File: src/rtl/uart_tx_core_pkg.sv
// Purpose : shared UART definitions -- TX FSM state encoding, default line
//           parameters (reused by the UART receiver) and the divider helper.
// Contents: tx_state_e, DEFAULT_* constants, calc_div().
package uart_tx_core_pkg;

    // Transmitter FSM state encoding (2 bits).
    typedef enum logic [1:0] {
        ST_IDLE  = 2'd0,
        ST_START = 2'd1,
        ST_DATA  = 2'd2,
        ST_STOP  = 2'd3
    } tx_state_e;

    localparam int unsigned DEFAULT_CLK_FREQ   = 100_000_000;
    localparam int unsigned DEFAULT_BAUD_RATE  = 9600;
    localparam int unsigned DEFAULT_OVERSAMPLE = 16;
    localparam int unsigned DATA_BITS          = 8;

    // Clocks per oversample tick, truncated; never below 1 so the divider is valid.
    function automatic int unsigned calc_div(input int unsigned clk_freq,
                                             input int unsigned baud_rate,
                                             input int unsigned oversample);
        int unsigned div;
        div = clk_freq / (baud_rate * oversample);
        if (div == 0) begin
            div = 1;
        end
        return div;
    endfunction

endpackage : uart_tx_core_pkg

File: src/rtl/uart_tx_core_baud_tick.sv
// Purpose : oversample tick generator; emits a 1-cycle o_tick every DIV clocks.
// Ports   : clk, rst (async, active-high)
//           i_clr  - synchronous clear; restarts the DIV period from zero
//           o_tick - registered 1-cycle tick, high in the last clock of each period
module uart_baud_tick #(
    parameter int unsigned DIV = 651
) (
    input  logic clk,
    input  logic rst,
    input  logic i_clr,
    output logic o_tick
);

    localparam int unsigned CNT_W = (DIV > 1) ? $clog2(DIV) : 1;

    logic [CNT_W-1:0] cnt_q, cnt_d;
    logic             tick_q, tick_d;

    // Next count; the tick is registered from the next count so it is high
    // exactly while the counter holds DIV-1 (last clock of the period).
    always_comb begin
        cnt_d = cnt_q;
        if (i_clr) begin
            cnt_d = '0;
        end else if (cnt_q == CNT_W'(DIV - 1)) begin
            cnt_d = '0;
        end else begin
            cnt_d = cnt_q + CNT_W'(1);
        end
        tick_d = (cnt_d == CNT_W'(DIV - 1));
    end

    always_ff @(posedge clk or posedge rst) begin
        if (rst) begin
            cnt_q  <= '0;
            tick_q <= 1'b0;
        end else begin
            cnt_q  <= cnt_d;
            tick_q <= tick_d;
        end
    end

    assign o_tick = tick_q;

endmodule : uart_baud_tick

File: src/rtl/uart_tx_core.sv
// Purpose : UART 8N1 transmitter. One byte per accepted i_start pulse is sent
//           LSB first as start(0), 8 data bits, stop(1), OVERSAMPLE ticks per bit.
// Ports   : clk, rst (async, active-high)
//           i_start   - request, only honoured in IDLE
//           i_tx_data - byte captured in the cycle i_start is accepted
//           o_tx_done - registered busy level, high for the whole frame
//           o_tx      - registered serial line, idle high
module uart_tx_core
    import uart_tx_core_pkg::*;
#(
    parameter int unsigned CLK_FREQ   = DEFAULT_CLK_FREQ,
    parameter int unsigned BAUD_RATE  = DEFAULT_BAUD_RATE,
    parameter int unsigned OVERSAMPLE = DEFAULT_OVERSAMPLE
) (
    input  logic       clk,
    input  logic       rst,
    input  logic       i_start,
    input  logic [7:0] i_tx_data,
    output logic       o_tx_done,
    output logic       o_tx
);

    localparam int unsigned DIV    = calc_div(CLK_FREQ, BAUD_RATE, OVERSAMPLE);
    localparam int unsigned TICK_W = (OVERSAMPLE > 1) ? $clog2(OVERSAMPLE) : 1;
    localparam int unsigned BIT_W  = $clog2(DATA_BITS);

    tx_state_e               state_q, state_d;
    logic [DATA_BITS-1:0]    shift_q, shift_d;
    logic [BIT_W-1:0]        bit_idx_q, bit_idx_d;
    logic [TICK_W-1:0]       tick_cnt_q, tick_cnt_d;
    logic                    tx_q, tx_d;
    logic                    done_q, done_d;

    logic                    tick;
    logic                    clr_c;
    logic                    tick_last_c;

    // Accepting a request realigns the baud divider to the frame start.
    assign clr_c       = (state_q == ST_IDLE) && i_start;
    assign tick_last_c = tick && (tick_cnt_q == TICK_W'(OVERSAMPLE - 1));

    uart_baud_tick #(
        .DIV (DIV)
    ) u_baud_tick (
        .clk    (clk),
        .rst    (rst),
        .i_clr  (clr_c),
        .o_tick (tick)
    );

    // Next-state, datapath and output decode.
    always_comb begin
        state_d    = state_q;
        shift_d    = shift_q;
        bit_idx_d  = bit_idx_q;
        tick_cnt_d = tick_cnt_q;
        tx_d       = tx_q;
        done_d     = done_q;

        // Ticks within the current bit; wraps at the end of every bit.
        if (state_q != ST_IDLE && tick) begin
            tick_cnt_d = tick_last_c ? '0 : tick_cnt_q + TICK_W'(1);
        end

        case (state_q)
            ST_IDLE: begin
                tx_d   = 1'b1;
                done_d = 1'b0;
                if (i_start) begin
                    state_d    = ST_START;
                    shift_d    = i_tx_data;
                    bit_idx_d  = '0;
                    tick_cnt_d = '0;
                    tx_d       = 1'b0;
                    done_d     = 1'b1;
                end
            end
            ST_START: begin
                if (tick_last_c) begin
                    state_d   = ST_DATA;
                    bit_idx_d = '0;
                    tx_d      = shift_q[0];
                end
            end
            ST_DATA: begin
                if (tick_last_c) begin
                    if (bit_idx_q == BIT_W'(DATA_BITS - 1)) begin
                        state_d = ST_STOP;
                        tx_d    = 1'b1;
                    end else begin
                        // Shift right so shift_q[0] is always the bit on the line.
                        bit_idx_d = bit_idx_q + BIT_W'(1);
                        shift_d   = {1'b0, shift_q[DATA_BITS-1:1]};
                        tx_d      = shift_q[1];
                    end
                end
            end
            ST_STOP: begin
                if (tick_last_c) begin
                    state_d = ST_IDLE;
                    tx_d    = 1'b1;
                    done_d  = 1'b0;
                end
            end
            default: begin
                state_d = ST_IDLE;
                tx_d    = 1'b1;
                done_d  = 1'b0;
            end
        endcase
    end

    always_ff @(posedge clk or posedge rst) begin
        if (rst) begin
            state_q    <= ST_IDLE;
            shift_q    <= '0;
            bit_idx_q  <= '0;
            tick_cnt_q <= '0;
            tx_q       <= 1'b1;
            done_q     <= 1'b0;
        end else begin
            state_q    <= state_d;
            shift_q    <= shift_d;
            bit_idx_q  <= bit_idx_d;
            tick_cnt_q <= tick_cnt_d;
            tx_q       <= tx_d;
            done_q     <= done_d;
        end
    end

    assign o_tx      = tx_q;
    assign o_tx_done = done_q;

endmodule : uart_tx_core

File: config.mk
export PLATFORM = sky130hd
export DESIGN_NAME = uart_tx_core
export DESIGN_NICKNAME = d
export VERILOG_FILES = /design/src/rtl/uart_tx_core_pkg.sv /design/src/rtl/uart_tx_core_baud_tick.sv /design/src/rtl/uart_tx_core.sv
export SDC_FILE = /design/constraint.sdc
export NUM_CORES = 1
export LEC_CHECK = 0
export CAP_MARGIN = 10
export CORE_MARGIN = 2
export CORE_UTILIZATION = 62
export CTS_CLUSTER_DIAMETER = 30
export DETAILED_ROUTE_END_ITERATION = 8
export DONT_BUFFER_PORTS = 1
export HOLD_SLACK_MARGIN = 0.02
export PLACE_DENSITY = 0.78
export SETUP_SLACK_MARGIN = 0.5
export SYNTH_ARGS = -nofsm -noshare
export SYNTH_HDL_FRONTEND = slang
export SYNTH_SLANG_ARGS = --single-unit
File: constraint.sdc
create_clock -name clk -period 2.56 [get_ports clk]
set_input_delay 0.512 -clock clk [delete_from_list [all_inputs] [get_ports clk]]
set_output_delay 0.512 -clock clk [all_outputs]
set_load 0.03 [all_outputs]
==> run summary, run 1 <==
end of the worst register-to-register path = u_baud_tick.o_tick$_DFF_PP0_
# diodes = 0
fin. max-slew vios = 0
die area = 0.003214 mm^2
CP startpoint kind = register
share of cells above drive strength 1 = 20.61%
core area = 0.002686 mm^2
fin nets = 186
PortBufs = 0
first-pass GRT wire length = 5354 um
Max-slew headroom = 68.79%
Crit Path Class = reg -> reg
Crit. End Element = register
Post-Syn Area per Cell = 10.69 um^2
Initial DRT Pass Iterations = 4
reg2reg start = u_baud_tick.cnt_q[2]$_DFF_PP0_
Worst Path Arrival = 2.07 ns
pwr dens = 1154 mW/mm^2
setup TNS = 0 ns
fmax = 536.5 MHz
Initial Util = 64.09%
clk sink count = 30
period utilisation layout = 72.81%
R2R setup slack = 0.70 ns
Tot GR Track Use = 21.96%
Syn Inst Count = 161
Worst-Skew Late Latency = 0.33 ns
Placer Congestion = 0.8198
top cell type's share of synthesized area = 42.15%
TritonCTS clock tree = done
largest net degree at the start of global routing = 31
clock-pin slew on the worst setup and hold paths = 0.09 ns
DP HPWL = 2284 um
Routed wire per std cell = 15.63 um
DRC Markers = 0
Horiz. Die Dim = 56.70 um
Clock Skews = 0.01165 ns
Most used DFF post-synth = dfrtp_1
Worst VDD drop = 0.001063 V
cell area after synthesis = 0.001722 mm^2
CTS Buffer Depth = 2
Post-DP Area = 0.001740 mm^2
share of synthesized flip-flops with an asynchronous set or reset = 100.0%
worst hold path class = in -> async
Hold WS = 0.1279 ns
Place WS = 0.6920 ns
hold buffers post-CTS = 0
outcome = complete, no violations
RSZ-0062 raised after global routing = false
Setup Viol. Count Final = 0
number of synthesized flops with an enable pin = 0
final instance area = 0.001824 mm^2
Die Ht = 56.70 um
Max FO, Critical Path = 10
CTS Root Cell = clkbuf_4
row count = 19
initial antenna violation count = 0
number of global-route vias before repair = 1,186
Reg2Reg Depth = 4
synthesis warning total = 0
CTS buffer count = 5
Synth Register Bits = 30
initial detailed-routing violation count = 37
Vias/cell = 6.015
Area Growth Syn to Fin = 5.959%
GRT overflow = 0
CTS H-Tree Depth = 2
Post-CTS Repair Setup Buffers = 0
Req. time, crit path = 2.77 ns
Worst-Margin Slew = 0.4682 ns
post-synth top area cell = dfrtp_1
fin worst setup slack = 0.6960 ns
IO Pins = 13
Synth area leaders = dfrtp_1 42%, mux2_2 11%, ha_1 7.3%
max capacitance violation total = 0
total wire length = 3063 um
Netlist cell types = 36
Final Critical Period = 1.864 ns
leakage power = 0.8139 nW
routed via count = 1,179
Routed Antenna Nets = 0
final hold vios = 0
net count after synthesis = 182
sequential share of the synthesized area = 43.68%
[timing repair]
item | CTS | global route
endpoints found under the setup margin | 0 | 1
endpoints found under the hold margin | 0 | 0
resized for setup | 0 | 1
[cells by family (layout without fill, tap and decap cells)]
kind of cell | after synthesis | after routing | synth area share, %
and+or+nand+nor | 55 | 55 | 17.81
buffers and inverters | 13 | 17 | 3.997
AOI/OAI and AO/OA | 21 | 21 | 8.212
muxes | 21 | 21 | 13.44
DFF | 30 | 30 | 43.68
adders and majority gates | 10 | 10 | 7.267
xor gates and xnor gates | 11 | 11 | 5.596
[state kept, by name (all words and copies together), names as in the netlist]
signal	count
bit_idx_q	3
o_tx	1
o_tx_done	1
shift_q	8
state_q	2
tick_cnt_q	4
u_baud_tick.cnt_q	10
u_baud_tick.o_tick	1
[power by group]
part | switching (mW) | leakage, nW | internal, mW | total, mW
sequential | 0.174 | 0.384 | 0.638 | 0.812
combinational | 0.443 | 0.385 | 0.468 | 0.911
clock | 0.155 | 0.0443 | 0.227 | 0.382
[stage by stage]
stage	util (%)	std cells	total power, mW
after floorplan	-	161	1.557
after global placement	64.79	189	1.654
after detailed placement	64.79	189	1.743
after CTS	67.82	196	2.122
after global routing	67.91	196	2.258
final	67.91	196	2.105
[critical path, cell delays in order, from the launching register on]
cell     delay [ns]
dfrtp_1        0.48
or4_4          0.59
o31ai_4        0.46
nor2_2         0.07
nor4b_4        0.14
[final cells by class]
class,instances,area (um^2)
clock inverters,1,30.03
repair buffers,3,22.52
clock buffers,6,51.30
well taps,31,38.79
multi-input cells,118,903.4
flip-flops and latches,30,752.0
inverters,7,26.28
fillers,216,862.1
[cell usage in the layout, fill, tap and decap left out, types with 6 or more instances in the layout]
cell,synthesis,layout
a21oi_1,7,7
dfrtp_1,29,29
ha_1,10,10
inv_1,7,7
mux2_2,17,17
nand2_1,15,15
nor2_1,12,12
o21ai_0,7,7
xnor2_1,6,6
[synth_stat cells, types with 2 or more instances]
library cell / number
a21oi_1: 7
a22o_1: 2
buf_6: 2
clkbuf_1: 2
dfrtp_1: 29
ha_1: 10
inv_1: 7
mux2_2: 17
mux2i_1: 4
nand2_1: 15
nand3_1: 5
nand4_1: 5
nand4b_1: 2
nor2_1: 12
nor2b_1: 3
nor3_1: 3
o21ai_0: 7
or3_1: 2
xnor2_1: 6
xor2_1: 5
[routing by layer]
| layer | up-vias | part of all wire, % | track usage, % |
|---|---|---|---|
| li1 | 576 | - | - |
| met1 | 578 | 43 | 26.70 |
| met2 | 21 | 51 | 35.88 |
| met3 | 4 | 4.5 | 9.217 |
| met4 | 0 | 0.98 | 5.782 |
| met5 | - | 0 | 0 |
[how the worst max path moves through the flow]
stage	start	end	cells past startpoint
2_1_floorplan	state_q[0]$_DFFE_PP0P_	shift_q[2]$_DFFE_PP0P_	6
3_3_place_gp	state_q[0]$_DFFE_PP0P_	state_q[1]$_DFFE_PP0P_	5
3_5_place_dp	u_baud_tick.cnt_q[2]$_DFF_PP0_	u_baud_tick.o_tick$_DFF_PP0_	4
4_1_cts	state_q[0]$_DFFE_PP0P_	state_q[1]$_DFFE_PP0P_	5
5_1_grt	state_q[0]$_DFFE_PP0P_	shift_q[2]$_DFFE_PP0P_	6
6_report	u_baud_tick.cnt_q[2]$_DFF_PP0_	u_baud_tick.o_tick$_DFF_PP0_	4
Note: power is estimated with default switching activity, not from simulation.
==> run 2: changes to the inputs <==
--- a/config.mk
+++ b/config.mk
@@ -7,12 +7,12 @@
 export LEC_CHECK = 0
 export CAP_MARGIN = 10
 export CORE_MARGIN = 2
-export CORE_UTILIZATION = 62
+export CORE_UTILIZATION = 56
 export CTS_CLUSTER_DIAMETER = 30
 export DETAILED_ROUTE_END_ITERATION = 8
 export DONT_BUFFER_PORTS = 1
 export HOLD_SLACK_MARGIN = 0.02
-export PLACE_DENSITY = 0.78
+export PLACE_DENSITY = 0.74
 export SETUP_SLACK_MARGIN = 0.5
 export SYNTH_ARGS = -nofsm -noshare
 export SYNTH_HDL_FRONTEND = slang
==> constraint.sdc (replaced) <==
create_clock -name clk -period 1.7 [get_ports clk]
set_input_delay 0.34 -clock clk [delete_from_list [all_inputs] [get_ports clk]]
set_output_delay 0.34 -clock clk [all_outputs]
set_load 0.03 [all_outputs]
==> run 2 against run 1 <==
  * The run now ends with negative setup slack left
  * Register-to-register slack got worse by 0.74 ns
  * Non-clock buffer count up 37
  * Flip-flop and latch count is the same
  * Utilization grew 14 points
  * Worst setup slack worse by 0.74 ns
  * Sequential share of layout area shrank 10 points
==> run summary, run 2 (synthesized netlist as in run 1, its figures left out) <==
routed via count = 1,413 (was 1,179)
R2R setup slack = -0.04 ns (was 0.70 ns)
clk sink count = 30 (unchanged)
fin. max-slew vios = 0 (unchanged)
Layout fillers = 160 (was 216)
outcome = finished, violations left (was complete, no violations)
internal power = 2.971 mW (was 1.333 mW)
CP startpoint kind = register (unchanged)
fin nets = 223 (was 186)
Biggest register = u_baud_tick.cnt_q (unchanged)
violated checks = negative setup slack
period utilisation layout = 102.6% (was 72.81%)
sequential power share = 26.0% (was 38.6%)
share of cells above drive strength 1 = 53.20% (was 20.61%)
max incr delay on CP = 0.53 ns (was 0.59 ns)
Comb pwr share = 57.7% (was 43.3%)
Vias/cell = 5.987 (was 6.015)
CTS H-Tree Depth = 2 (unchanged)
worst path bufs/invs = 1 (was 0)
leakage power = 1.081 nW (was 0.8139 nW)
initial antenna violation count = 0 (unchanged)
number of global-route vias before repair = 1,431 (was 1,186)
fin worst setup slack = -0.04355 ns (was 0.6960 ns)
worst path cell trace = buf_4 -> or4_4 -> a21oi_4 -> a21oi_2 -> nor4b_4 (was or4_4 -> o31ai_4 -> nor2_2 -> nor4b_4)
Largest regs = u_baud_tick.cnt_q: 10 flops, shift_q: 8 flops, tick_cnt_q: 4 flops (unchanged)
max FFs per register = 10 (unchanged)
end of the worst register-to-register path = u_baud_tick.o_tick$_DFF_PP0_ (unchanged)
Worst VDD drop = 0.001139 V (was 0.001063 V)
Worst-Margin Slew = 0.4999 ns (was 0.4682 ns)
sw frac = 37.05% (was 36.67%)
GRT overflow = 0 (unchanged)
Routed wire per std cell = 20.65 um (was 15.63 um)
DP HPWL = 2332 um (was 2284 um)
largest net degree at the start of global routing = 31 (unchanged)
Placer Congestion = 0.8472 (was 0.8198)
PortBufs = 0 (unchanged)
Initial DRT Pass Iterations = 4 (unchanged)
max capacitance violation total = 0 (unchanged)
# diodes = 0 (unchanged)
IO Pins = 13 (unchanged)
total power = 4.719 mW (was 2.105 mW)
Max FO, Critical Path = 4 (was 10)
TritonCTS clock tree = done (unchanged)
CP max-delay cell = or4_4 (unchanged)
Worst Path Arrival = 1.98 ns (was 2.07 ns)
Setup Viol. Count Final = 13 (was 0)
CTS buffer count = 5 (unchanged)
Clock Skews = 0.02288 ns (was 0.01165 ns)
Req. time, crit path = 1.94 ns (was 2.77 ns)
core area = 0.002978 mm^2 (was 0.002686 mm^2)
row count = 20 (was 19)
first-pass GRT wire length = 6996 um (was 5354 um)
setup TNS = -0.1402 ns (was 0 ns)
Inst Count DP = 204 (was 189)
worst hold start = i_start
RSZ-0062 raised after global routing = true (was false)
Max-slew headroom = 66.44% (was 68.79%)
final hold vios = 0 (unchanged)
switching power = 1.749 mW (was 0.7719 mW)
worst hold path class = in -> reg (was in -> async)
clock network power share = 16.3% (was 18.1%)
Area Growth Syn to Fin = 41.93% (was 5.959%)
Tot GR Track Use = 27.45% (was 21.96%)
clock-pin slew on the worst setup and hold paths = 0.12 ns (was 0.09 ns)
Worst-Skew Late Latency = 0.35 ns (was 0.33 ns)
Crit Path Class = reg -> reg (unchanged)
CTS Root Cell = clkbuf_4 (unchanged)
cell family with most CP delay = simple AND/OR/NAND/NOR gates (unchanged)
Die Ht = 59.45 um (was 56.70 um)
Hold Path Stages = 3
Reg2Reg Depth = 5 (was 4)
pwr dens = 1931 mW/mm^2 (was 1154 mW/mm^2)
fmax = 573.5 MHz (was 536.5 MHz)
Layout Cells excl Fill = 236 (was 196)
Initial Util = 57.82% (was 64.09%)
initial detailed-routing violation count = 79 (was 37)
most frequent cells in the layout = 27 x dfrtp_1, 25 x buf_4, 14 x buf_6 (was 29 x dfrtp_1, 17 x mux2_2, 15 x nand2_1)
Crit. End Element = register (unchanged)
most common cell after layout, fill and taps aside = dfrtp_1 (unchanged)
reg2reg start = u_baud_tick.cnt_q[8]$_DFF_PP0_ (was u_baud_tick.cnt_q[2]$_DFF_PP0_)
Hold Path End = o_tx$_DFFE_PP1P_
Routed Antenna Nets = 0 (unchanged)
Horiz. Die Dim = 59.45 um (was 56.70 um)
total wire length = 4873 um (was 3063 um)
die area = 0.003534 mm^2 (was 0.003214 mm^2)
Final Critical Period = 1.744 ns (was 1.864 ns)
CTS Buffer Depth = 2 (unchanged)
DRC Markers = 0 (unchanged)
==> run 2: cell type report <==
type	count	area [um^2]	share of cell area (%)
clock buffer	6	51.30	2.099
clock inverter	2	60.06	2.458
inverter	7	28.78	1.178
multi-input combinational	118	1152	47.16
sequential	30	754.5	30.88
tap	33	41.29	1.690
timing repair buffer	40	355.3	14.54
==> run 2: worst register-to-register path: stages (launching register included) <==
cell	delay (ns)
dfrtp_1	0.44
buf_4	0.17
or4_4	0.53
a21oi_4	0.18
a21oi_2	0.10
nor4b_4	0.24
==> run 2: power groups by stage <==
stage	combinational (mW)	sequential, mW	clock, mW
2_1_floorplan	1.28	1.14	0
4_1_cts	2.24	1.20	0.779
3_3_place_gp	1.52	1.19	0
6_report	2.73	1.23	0.767
3_5_place_dp	1.60	1.20	0
5_1_grt	2.87	1.25	0.807
==> run 2: worst max path at each step <==
stage                                               to  cells after the start                            from
after floorplan                 shift_q[0]$_DFFE_PP0P_                      5          state_q[0]$_DFFE_PP0P_
after global placement          shift_q[5]$_DFFE_PP0P_                      6        bit_idx_q[0]$_DFFE_PP0P_
after detailed placement        shift_q[6]$_DFFE_PP0P_                      6        bit_idx_q[0]$_DFFE_PP0P_
after CTS                 u_baud_tick.o_tick$_DFF_PP0_                      5  u_baud_tick.cnt_q[4]$_DFF_PP0_
after global routing            shift_q[3]$_DFFE_PP0P_                      6         tick_cnt_q[1]$_DFF_PP0_
final                     u_baud_tick.o_tick$_DFF_PP0_                      5  u_baud_tick.cnt_q[8]$_DFF_PP0_
==> run 2: metrics by stage <==
stage                     utilization, %  hold slack, ns  area (um^2)  setup WS, ns
after global routing               82.06          0.1538         2444       -0.1121
after CTS                          75.71          0.1318         2255       0.08465
final                              82.06          0.1625         2444      -0.04355
after detailed placement           62.52          0.3360         1862     -0.003254
after floorplan                        -          0.4301         1757      -0.05309
after global placement             62.52          0.3226         1862       0.05983
==> run 2: timing repair <==
action / CTS / global route
gates cloned: 0 / 0
hold endpoints to repair: 29 / 0
pin swaps: 12 / 11
gates resized for setup: 44 / 33
hold buffers: 1 / 0
endpoints found under the setup margin: 32 / 32
buffers inserted: 14 / 9
==> run 2: metal layers <==
metal	track usage [%]	share of wire, %	vias up
li1	-	-	655
met1	33.66	41	694
met2	43.96	52	52
met3	8.079	3.8	12
met4	13.31	2.7	0
met5	0	0	-
==> run 3: changes to the inputs <==
--- a/config.mk
+++ b/config.mk
@@ -13,6 +13,7 @@
 export DONT_BUFFER_PORTS = 1
 export HOLD_SLACK_MARGIN = 0.02
 export PLACE_DENSITY = 0.74
+export RECOVER_POWER = 100
 export SETUP_SLACK_MARGIN = 0.5
 export SYNTH_ARGS = -nofsm -noshare
 export SYNTH_HDL_FRONTEND = slang
==> run 3 against run 2 <==
  * The flow still finishes with violations (negative setup slack)
  * Die area stayed put
  * Largest power group unchanged
  * Sequential power hardly changed
  * Flip-flop and latch count stayed put
  * Critical endpoint unchanged
  * First-iteration DRC count stayed put
  * Final cell count stayed put
  * Final area is 0.15% lower
==> run summary, run 3 (synthesized netlist as in run 1, its figures left out) <==
Hold Path Stages = 3 (unchanged)
Worst-Margin Slew = 0.7709 ns (was 0.4999 ns)
Setup Viol. Count Final = 13 (unchanged)
TritonCTS clock tree = done (unchanged)
Initial DRT Pass Iterations = 4 (unchanged)
worst hold path class = in -> reg (unchanged)
Req. time, crit path = 1.94 ns (about the same)
Hold WS = 0.1681 ns (was 0.1625 ns)
Max FO, Critical Path = 4 (unchanged)
violated checks = negative setup slack (unchanged)
final hold vios = 0 (unchanged)
most common cell after layout, fill and taps aside = dfrtp_1 (unchanged)
Crit. End Element = register (unchanged)
core area = 0.002978 mm^2 (unchanged)
IO Pins = 13 (unchanged)
Tot GR Track Use = 27.45% (unchanged)
worst hold start = i_start (unchanged)
total power = 4.711 mW (was 4.719 mW)
largest net degree at the start of global routing = 31 (unchanged)
clock-pin slew on the worst setup and hold paths = 0.12 ns (about the same)
Final Critical Period = 1.744 ns (about the same)
max capacitance violation total = 0 (unchanged)
CP startpoint kind = register (unchanged)
routed via count = 1,413 (unchanged)
Area Growth Syn to Fin = 41.72% (was 41.93%)
period utilisation layout = 102.6% (about the same)
Worst Path Arrival = 1.98 ns (about the same)
end of the worst register-to-register path = u_baud_tick.o_tick$_DFF_PP0_ (unchanged)
GRT overflow = 0 (unchanged)
initial detailed-routing violation count = 79 (unchanged)
Crit Path Class = reg -> reg (unchanged)
Die Ht = 59.45 um (unchanged)
first-pass GRT wire length = 6996 um (unchanged)
Placer Congestion = 0.8472 (unchanged)
PortBufs = 0 (unchanged)
pwr dens = 1931 mW/mm^2 (about the same)
most frequent cells in the layout = 28 x dfrtp_1, 24 x buf_4, 14 x buf_6 (was 27 x dfrtp_1, 25 x buf_4, 14 x buf_6)
Biggest register = u_baud_tick.cnt_q (unchanged)
outcome = finished, violations left (unchanged)
RSZ-0062 raised after global routing = true (unchanged)
Worst-Skew Late Latency = 0.35 ns (about the same)
number of global-route vias before repair = 1,431 (unchanged)
fin. max-slew vios = 0 (unchanged)
Largest regs = u_baud_tick.cnt_q: 10 flops, shift_q: 8 flops, tick_cnt_q: 4 flops (unchanged)
die area = 0.003534 mm^2 (unchanged)
Routed Antenna Nets = 0 (unchanged)
R2R setup slack = -0.04 ns (about the same)
reg2reg start = u_baud_tick.cnt_q[8]$_DFF_PP0_ (unchanged)
clk sink count = 30 (unchanged)
setup TNS = -0.1404 ns (was -0.1402 ns)
Clock Skews = 0.02259 ns (was 0.02288 ns)
Vias/cell = 5.987 (unchanged)
Worst VDD drop = 0.001139 V (about the same)
DRC Markers = 0 (unchanged)
# diodes = 0 (unchanged)
Final Core Density = 81.93% (was 82.06%)
initial antenna violation count = 0 (unchanged)
CTS H-Tree Depth = 2 (unchanged)
leakage power = 1.080 nW (was 1.081 nW)
Initial Util = 57.82% (unchanged)
share of cells above drive strength 1 = 52.22% (was 53.20%)
Reg2Reg Depth = 5 (unchanged)
fin worst setup slack = -0.04363 ns (was -0.04355 ns)
Hold Path End = o_tx$_DFFE_PP1P_ (unchanged)
fmax = 573.5 MHz (about the same)
Routed wire per std cell = 20.66 um (was 20.65 um)
Horiz. Die Dim = 59.45 um (unchanged)
total wire length = 4876 um (was 4873 um)
max FFs per register = 10 (unchanged)
CTS Buffer Depth = 2 (unchanged)
DP HPWL = 2332 um (unchanged)
row count = 20 (unchanged)
Layout fillers = 162 (was 160)
CTS Root Cell = clkbuf_4 (unchanged)
Max-slew headroom = 48.61% (was 66.44%)
fin nets = 223 (unchanged)
CTS buffer count = 5 (unchanged)
## run 3: worst max-delay path by stage
stage | cells after the start | slack (ns) | end | from
after floorplan | 5 | -0.05 | shift_q[0]$_DFFE_PP0P_ | state_q[0]$_DFFE_PP0P_
after global placement | 6 | 0.06 | shift_q[5]$_DFFE_PP0P_ | bit_idx_q[0]$_DFFE_PP0P_
final | 5 | -0.04 | u_baud_tick.o_tick$_DFF_PP0_ | u_baud_tick.cnt_q[8]$_DFF_PP0_
after global routing | 6 | -0.11 | shift_q[3]$_DFFE_PP0P_ | tick_cnt_q[1]$_DFF_PP0_
after CTS | 5 | 0.08 | u_baud_tick.o_tick$_DFF_PP0_ | u_baud_tick.cnt_q[4]$_DFF_PP0_
after detailed placement | 6 | -0.003 | shift_q[6]$_DFFE_PP0P_ | bit_idx_q[0]$_DFFE_PP0P_
## run 3: final cells by class
type / count / area, um^2 / share of cell area (%)
clock buffers: 6 / 51.30 / 2.103
clock inverters: 2 / 60.06 / 2.462
inverters: 7 / 28.78 / 1.179
multi-input cells: 118 / 1152 / 47.23
flip-flops and latches: 30 / 753.2 / 30.87
well taps: 33 / 41.29 / 1.692
repair buffers: 40 / 352.8 / 14.46
## run 3: report_power, final
| part | internal (mW) | switching, mW | leakage [nW] | total [mW] |
|---|---|---|---|---|
| combinational | 1.51 | 1.22 | 0.639 | 2.72 |
| sequential | 0.959 | 0.261 | 0.383 | 1.22 |
| clock | 0.498 | 0.269 | 0.0585 | 0.767 |
## run 3: timing repair
action                                  CTS  global route
gates cloned                              0             0
buffers inserted                         14             9
hold endpoints to repair                 29             0
resized for setup                        44            33
endpoints found under the setup margin   32            32
pin swaps                                12            11
hold buffers                              1             0
## run 3: per-layer routing
metal / share of wire (%) / GRT usage [%] / up-vias
li1: - / - / 655
met1: 41 / 33.66 / 694
met2: 52 / 43.96 / 52
met3: 3.8 / 8.079 / 12
met4: 2.7 / 13.31 / 0
met5: 0 / 0 / -
## run 3: stage by stage
step | std cells | cell area [um^2] | setup slack, ns
2_1_floorplan | 161 | 1757 | -0.05309
3_3_place_gp | 204 | 1862 | 0.05983
3_5_place_dp | 204 | 1862 | -0.003254
4_1_cts | 227 | 2255 | 0.08465
5_1_grt | 236 | 2440 | -0.1121
6_report | 236 | 2440 | -0.04363
## run 3: worst max-delay path, stage by stage (launching register included)
cell,delay (ns)
dfrtp_1,0.44
buf_4,0.17
or4_4,0.53
a21oi_4,0.18
a21oi_2,0.10
nor4b_4,0.23
